$ cat src/rtl/unidade_controle.sv
// unidade_controle
//   Multi-cycle control FSM sitting in front of the register file. It captures
//   a 9-bit instruction word from din when idle and run is high, then steps
//   through the register-file write enables, read select, bus mux and ALU
//   strobes needed to execute it. One instruction is in flight at a time.
//
//   Instruction word: IR[8:6]=op, IR[5:3]=Rx, IR[2:0]=Ry
//     000 mv  Rx <- Ry        (1 step)
//     001 mvi Rx <- din       (1 step)
//     010 add Rx <- Rx + Ry   (3 steps)
//     011 sub Rx <- Rx - Ry   (3 steps)
//     1xx reserved, executes as nop (1 step)
//   A register index outside R0..R(NUM_REGS-1) on a non-reserved op also
//   executes as a nop.
//
// Ports
//   clock         in   rising-edge clock
//   resetn        in   asynchronous active-low reset
//   run           in   start request, sampled only while idle
//   din           in   external data; din[8:0] is the instruction, full word is the mvi operand
//   registers_in  out  one-hot register-file write enables
//   register_out  out  register-file read select
//   bus_sel       out  bus mux: 00 register file, 01 din, 10 G
//   IRin          out  instruction capture strobe
//   Ain           out  load ALU operand register A
//   Gin           out  load ALU result register G
//   addsub        out  ALU op: 0 add, 1 sub
//   busy          out  high whenever an instruction is in flight
//   done          out  single-cycle pulse in the final step of an instruction

module unidade_controle #(
  parameter int DATA_WIDTH = 16,
  parameter int NUM_REGS   = 7
) (
  input  logic                  clock,
  input  logic                  resetn,
  input  logic                  run,
  input  logic [DATA_WIDTH-1:0] din,
  output logic [NUM_REGS-1:0]   registers_in,
  output logic [2:0]            register_out,
  output logic [1:0]            bus_sel,
  output logic                  IRin,
  output logic                  Ain,
  output logic                  Gin,
  output logic                  addsub,
  output logic                  busy,
  output logic                  done
);

  typedef enum logic [1:0] {
    S_IDLE = 2'd0,
    S_T1   = 2'd1,
    S_T2   = 2'd2,
    S_T3   = 2'd3
  } state_t;

  localparam logic [1:0] BUS_REGS = 2'b00;
  localparam logic [1:0] BUS_DIN  = 2'b01;
  localparam logic [1:0] BUS_G    = 2'b10;

  state_t     state;
  logic [8:0] ir;

  // Upper din bits only matter to the datapath (mvi operand), not to control.
  logic unused_din;
  assign unused_din = ^din[DATA_WIDTH-1:9];

  logic [2:0] op;
  logic [2:0] rx;
  logic [2:0] ry;
  logic       reserved;
  logic       bad_reg;
  logic       is_alu;

  assign op       = ir[8:6];
  assign rx       = ir[5:3];
  assign ry       = ir[2:0];
  assign reserved = op[2];
  assign bad_reg  = (int'(rx) >= NUM_REGS) || (int'(ry) >= NUM_REGS);
  // Only a well-formed add/sub leaves T1 for the ALU steps.
  assign is_alu   = !reserved && !bad_reg && (op[2:1] == 2'b01);

  function automatic logic [NUM_REGS-1:0] onehot(input logic [2:0] idx);
    onehot = '0;
    if (int'(idx) < NUM_REGS)
      onehot = NUM_REGS'(1) << idx;
  endfunction

  always_ff @(posedge clock or negedge resetn) begin
    if (!resetn) begin
      state <= S_IDLE;
      ir    <= '0;
    end else begin
      case (state)
        S_IDLE: begin
          if (run) begin
            ir    <= din[8:0];
            state <= S_T1;
          end
        end
        S_T1:    state <= is_alu ? S_T2 : S_IDLE;
        S_T2:    state <= S_T3;
        default: state <= S_IDLE;
      endcase
    end
  end

  always_comb begin
    registers_in = '0;
    register_out = 3'd0;
    bus_sel      = BUS_REGS;
    IRin         = 1'b0;
    Ain          = 1'b0;
    Gin          = 1'b0;
    addsub       = 1'b0;
    busy         = (state != S_IDLE);
    done         = 1'b0;
    case (state)
      S_IDLE: begin
        // Gated by resetn so the strobe stays low while reset is asserted.
        IRin = run && resetn;
      end
      S_T1: begin
        if (reserved || bad_reg) begin
          done = 1'b1;
        end else begin
          case (op[1:0])
            2'b00: begin
              register_out = ry;
              bus_sel      = BUS_REGS;
              registers_in = onehot(rx);
              done         = 1'b1;
            end
            2'b01: begin
              bus_sel      = BUS_DIN;
              registers_in = onehot(rx);
              done         = 1'b1;
            end
            default: begin
              register_out = rx;
              bus_sel      = BUS_REGS;
              Ain          = 1'b1;
            end
          endcase
        end
      end
      S_T2: begin
        register_out = ry;
        bus_sel      = BUS_REGS;
        Gin          = 1'b1;
        addsub       = ir[6];
      end
      default: begin
        bus_sel      = BUS_G;
        registers_in = onehot(rx);
        done         = 1'b1;
      end
    endcase
  end

endmodule

$ cat config.mk
export PLATFORM = sky130hd
export DESIGN_NAME = unidade_controle
export DESIGN_NICKNAME = d
export VERILOG_FILES = /design/src/rtl/unidade_controle.sv
export SDC_FILE = /design/constraint.sdc
export NUM_CORES = 1
export LEC_CHECK = 0
export BUFFER_PORTS_ARGS = -buffer_cell sky130_fd_sc_hd__buf_2
export CAP_MARGIN = 20
export CORE_MARGIN = 2
export CORE_UTILIZATION = 47
export DETAILED_ROUTE_END_ITERATION = 10
export PLACE_DENSITY = 0.79
export RECOVER_POWER = 50
export SLEW_MARGIN = 20
export SYNTH_ARGS = -nofsm -noshare
export SYNTH_HDL_FRONTEND = slang
export SYNTH_SLANG_ARGS = --single-unit
$ cat constraint.sdc
create_clock -name clock -period 2.9 [get_ports clock]
set_clock_uncertainty 0.1 [all_clocks]
set_input_delay 0.29 -clock clock [delete_from_list [all_inputs] [get_ports clock]]
set_output_delay 0.29 -clock clock [all_outputs]
set_load 0.1 [all_outputs]
==> flow_metrics.tcl, run 1 <==
set metrics [dict create \
    clk_pin_slew_ps 70 \
    avgSynthCellArea_um2 10.6 \
    path_max_fanout 7 \
    mostFrequentLayoutCells "buf_2 (28), dfrtp_1 (11), mux2_2 (9), nand3_1 (5), ha_1 (5)" \
    root_buffer "clkbuf_4" \
    core_area_um2 1490 \
    place.gp.congestion 0.786 \
    clock.fmax_ghz 0.391 \
    final_common_cell "buf_2" \
    synth_edf_count 0 \
    synth_cell_types 27 \
    maxSlewHeadroom_pct 58.4 \
    hold_class "primary input to register" \
    arrival_ps 2170 \
    initial_utilization_pct 49.7 \
    grt_pass1_wl_mm 2.82 \
    synthToLayoutAreaGrowth_pct 33.4 \
    syn-num-nets 94 \
    status "complete, no violations" \
    slowest_stage "dfrtp_1" \
    netlist_area_um2 741 \
    nNetsFinal 126 \
    clock_latency_ps 260 \
    path_buf_inv 2 \
    ys_seq_area_share_pct 37.2 \
    drt-initial-drc-count 11 \
    reg2reg_from "state[0]" \
    clock_sinks 11 \
    antenna_cells 0 \
    crit_required_ps 2510 \
    syn_inst 70 \
    cts_htree_levels 1 \
    end_kind "primary output" \
    cp_top_family "simple AND/OR/NAND/NOR gates" \
    maxCapViolations 0 \
    viasPerCell 5.41 \
    io_buffer_count 29 \
    cts_resized 0 \
    rsz0062_at_grt "no" \
    die_area_um2 1910 \
    dr.pass1.iters 4 \
    crit_start "state[1]" \
    period_minus_slack_ps 2560 \
    wirelength_mm 1.63 \
    grt_usage_pct 20.2 \
    final_cell_count_no_fill 117 \
    fin_area_um2 988 \
    die_x_um 43.7 \
    grt_start_max_net_pins 13 \
    hp-start "din[2]" \
    slew_viol_final 0 \
    finalSetupViolCount 0 \
    rows 14 \
    via_count 633 \
    clk_path_buf_depth 2 \
    postPlaceCellArea_um2 960 \
    overflow 0 \
    cpPeakStageDelay_ps 450 \
    cp_cell_sequence "inv_1 > ha_1 > nor2b_2 > a31oi_4 > and4bb_2 > buf_2" \
    tightest_slew_ps 624 \
    synth_seq_cells 11 \
    postRouteAntennaNets 0 \
    die_h_um 43.7 \
    hold_viol 0 \
    synthFlopType "dfrtp_1" \
    place_hpwl_mm 1.27 \
    wire_per_inst_um 13.9 \
    grt_pass1_vias 635 \
    dpl.cell_count 112 \
    drive_gt1_share_pct 52.5 \
    worstSetupPathType "register to primary output" \
    synthArstFlopShare_pct 100 \
    yosys_warnings 0 \
    grt_antenna_before_repair 0 \
    critPathLaunchType "register" \
    fin_crit_sh_pct 88.1 \
    drc_errors 0 \
    cts_buffers 3 \
    cts_tree "yes" \
    io_pins 37 \
]
[sequential cells by signal (all words and copies together), names as in the netlist]
name	cells
ir	9
state	2
[Yosys cell counts, types with 2 or more instances]
master / n / share of area, %
nand3_1: 5 / 3.4
nor2_1: 3 / 1.5
buf_2: 3 / 2.0
nand2_1: 2 / 1.0
o31ai_1: 3 / 3.0
and4bb_2: 2 / 3.4
inv_1: 4 / 2.0
a22oi_1: 3 / 3.0
o21ai_0: 2 / 1.4
ha_1: 5 / 8.4
nor4b_1: 4 / 4.7
mux2_2: 9 / 14
dfrtp_1: 11 / 37
[metal layers]
metal,track usage (%),up-vias,part of all wire (%)
met5,0,-,0
met4,10.9,0,1.2
met3,4.17,2,4.3
met2,32.4,18,49
met1,25.5,290,46
li1,-,323,-
[worst reg2reg max path, delay by kind of cell, from the launching register on]
kind	cells	cell delay (ps)
flops	1	430
mux	1	390
simple gates	1	330
fa+ha+maj	1	260
buf+inv	1	100
[layout make-up]
| cell class | count | area, um^2 |
|---|---|---|
| inverters | 5 | 18.8 |
| repair buffers | 30 | 154 |
| well taps | 16 | 20.0 |
| clock buffers | 4 | 26.3 |
| fillers | 134 | 500 |
| multi-input cells | 51 | 494 |
| flip-flops and latches | 11 | 275 |
[cell families after synthesis]
logic type / count (synthesis) / synth area share (%)
simple gates: 25 / 22.3
buf+inv: 8 / 4.56
flops: 11 / 37.2
compound gates: 12 / 13.9
mux: 9 / 13.7
fa+ha+maj: 5 / 8.45
[worst paths after layout]
| check | to | depth (start not counted) | slack [ps] |
|---|---|---|---|
| setup reg to reg | ir[4] | 4 | 1190 |
| max in group asynchronous | ir[3] | 2 | 1850 |
| min in group asynchronous | ir[8] | 2 | 450 |
| hold / removal | ir[2] | 2 | 150 |
| hold reg to reg | ir[8] | 1 | 450 |
| setup / recovery | registers_in[3] | 6 | 340 |
[timing repair]
action,in CTS,in global routing
buffers inserted,0,0
endpoints found under the hold margin,11,0
hold buffers,1,0
[through the flow]
step	hold slack, ps	util (%)	setup TNS [ps]	setup WS [ps]
2_1_floorplan	-106	-	-3550	-798
3_3_place_gp	74.1	64.5	0	673
3_5_place_dp	78.4	64.5	0	624
4_1_cts	146	66.9	0	317
5_1_grt	145	66.4	0	147
6_report	153	66.4	0	344
Power of run 1 is left out: the tool's default activity adds up to more than one toggle a clock period on the data nets, which glitch-free logic cannot reach.
==> inputs of run 2 (changes only) <==
--- a/config.mk
+++ b/config.mk
@@ -11,7 +11,6 @@
 export CORE_UTILIZATION = 47
 export DETAILED_ROUTE_END_ITERATION = 10
 export PLACE_DENSITY = 0.79
-export RECOVER_POWER = 50
 export SLEW_MARGIN = 20
 export SYNTH_ARGS = -nofsm -noshare
 export SYNTH_HDL_FRONTEND = slang
==> run 2 against run 1 <==
Effect of this change:
- die area unchanged
- final cell count unchanged
- highest routed layer unchanged
- worst hold slack about the same
- global-route usage unchanged
- critical path type unchanged
- register-to-register slack better by 120 ps
- via count up 1.6%
- count of clock-buffer cells in the layout unchanged
==> flow_metrics.tcl, run 2 (synthesis gave the netlist of run 1 again) <==
set metrics [dict create \
    status "complete, no violations" \
    final_common_cell "buf_2" \
    synthToLayoutAreaGrowth_pct 34.5 \
    clk_path_buf_depth 2 \
    overflow 0 \
    maxSlewHeadroom_pct 66.2 \
    initial_utilization_pct 49.7 \
    grt_pass1_vias 635 \
    wirelength_mm 1.63 \
    fin_area_um2 996 \
    reg2reg_from "state[0]" \
    reg2reg_slack_ps 1310 \
    drt-initial-drc-count 11 \
    slowest_stage "buf_2" \
    r2r_cells 4 \
    timing.final.ws_setup_ps 314 \
    maxCapViolations 0 \
    cts_resized 0 \
    grt_pass1_wl_mm 2.82 \
    tightest_slew_ps 506 \
    path_max_fanout 7 \
    drive_gt1_share_pct 55.4 \
    reg2reg_to "ir[4]" \
    crit_end "register_out[1]" \
    cts_htree_levels 1 \
    hold_viol 0 \
    arrival_ps 2200 \
    finalSetupViolCount 0 \
    dr.pass1.iters 4 \
    io_pins 37 \
    place_hpwl_mm 1.27 \
    dpl_worst_slack_ps 624 \
    cpPeakStageDelay_ps 480 \
    timing.setup.tns_ps 0 \
    clock_latency_ps 260 \
    io_buffer_count 29 \
    crit_required_ps 2510 \
    largest_registers "ir: 9 flops, state: 2 flops" \
    grt_start_max_net_pins 13 \
    rsz0062_at_grt "no" \
    post-cts-setup-buffer-count 0 \
    viasPerCell 5.50 \
    largest_register_ffs 9 \
    worstSetupPathType "register to primary output" \
    die_h_um 43.7 \
    cts_tree "yes" \
    cp_cell_sequence "inv_1 > ha_1 > nor2b_2 > nand3_2 > o31ai_1 > buf_2" \
    antenna_cells 0 \
    crit_start "state[1]" \
    rows 14 \
    wire_per_inst_um 13.9 \
    grt_usage_pct 20.2 \
    nNetsFinal 126 \
    place.gp.congestion 0.786 \
    root_buffer "clkbuf_4" \
    period_minus_slack_ps 2590 \
    die_area_um2 1910 \
    hold_buffers 1 \
    postRouteAntennaNets 0 \
    clock.fmax_ghz 0.387 \
    via_count 643 \
    register_area_um2 275 \
    core_area_um2 1490 \
    fillers 132 \
    grt_antenna_before_repair 0 \
    drc_errors 0 \
    end_kind "primary output" \
    fin_crit_sh_pct 89.2 \
    postPlaceCellArea_um2 960 \
    die_x_um 43.7 \
    mostFrequentLayoutCells "buf_2 (29), dfrtp_1 (11), mux2_2 (9), nand3_1 (5), ha_1 (5)" \
    regMostFlops "ir" \
    slew_viol_final 0 \
    hold_class "primary input to register" \
    multi_input_area_um2 500 \
    cts_buffers 3 \
    critPathLaunchType "register" \
    clk_pin_slew_ps 70 \
    clock_sinks 11 \
]
## run 2: cell types whose count changed in the layout (fill, tap and decap cells not counted), sizes merged
cell	before	now
buf	28	29
clkbuf	5	4
## run 2: routing by layer
| layer | GRT usage (%) | share of wire [%] | vias to the layer above |
|---|---|---|---|
| met4 | 10.9 | 1.2 | 0 |
| met2 | 32.4 | 49 | 22 |
| li1 | - | - | 323 |
| met5 | 0 | 0 | - |
| met1 | 25.5 | 45 | 296 |
| met3 | 4.17 | 4.8 | 2 |
## run 2: worst min path at each step
stage                start  endpoint  slack (ps)  cells past startpoint
floorplan           resetn     ir[0]        -110                      0
global placement    resetn     ir[8]          70                      1
detailed placement  resetn     ir[8]          80                      1
CTS                 din[2]     ir[2]         150                      2
global route        din[3]     ir[3]         140                      2
finish              din[2]     ir[2]         150                      2
## run 2: through the flow
step / hold WS [ps] / cells / utilization (%)
6_report: 153 / 117 / 66.9
5_1_grt: 145 / 117 / 66.9
4_1_cts: 146 / 117 / 66.9
3_5_place_dp: 78.4 / 112 / 64.5
3_3_place_gp: 74.1 / 112 / 64.5
2_1_floorplan: -106 / 70 / -
## run 2: area by class of cell
class / instances / share of cell area, %
inverter: 5 / 1.88
multi-input combinational: 51 / 50.3
sequential: 11 / 27.6
timing repair buffer: 30 / 15.6
tap: 16 / 2.01
clock buffer: 4 / 2.64
## run 2: worst max-delay path, delay by kind of cell, from the launching register on
family	cells	cell delay, ps
buf+inv	2	580
flops	1	440
simple gates	2	430
compound gates	1	300
fa+ha+maj	1	170
Power of run 2 is left out for the same reason.
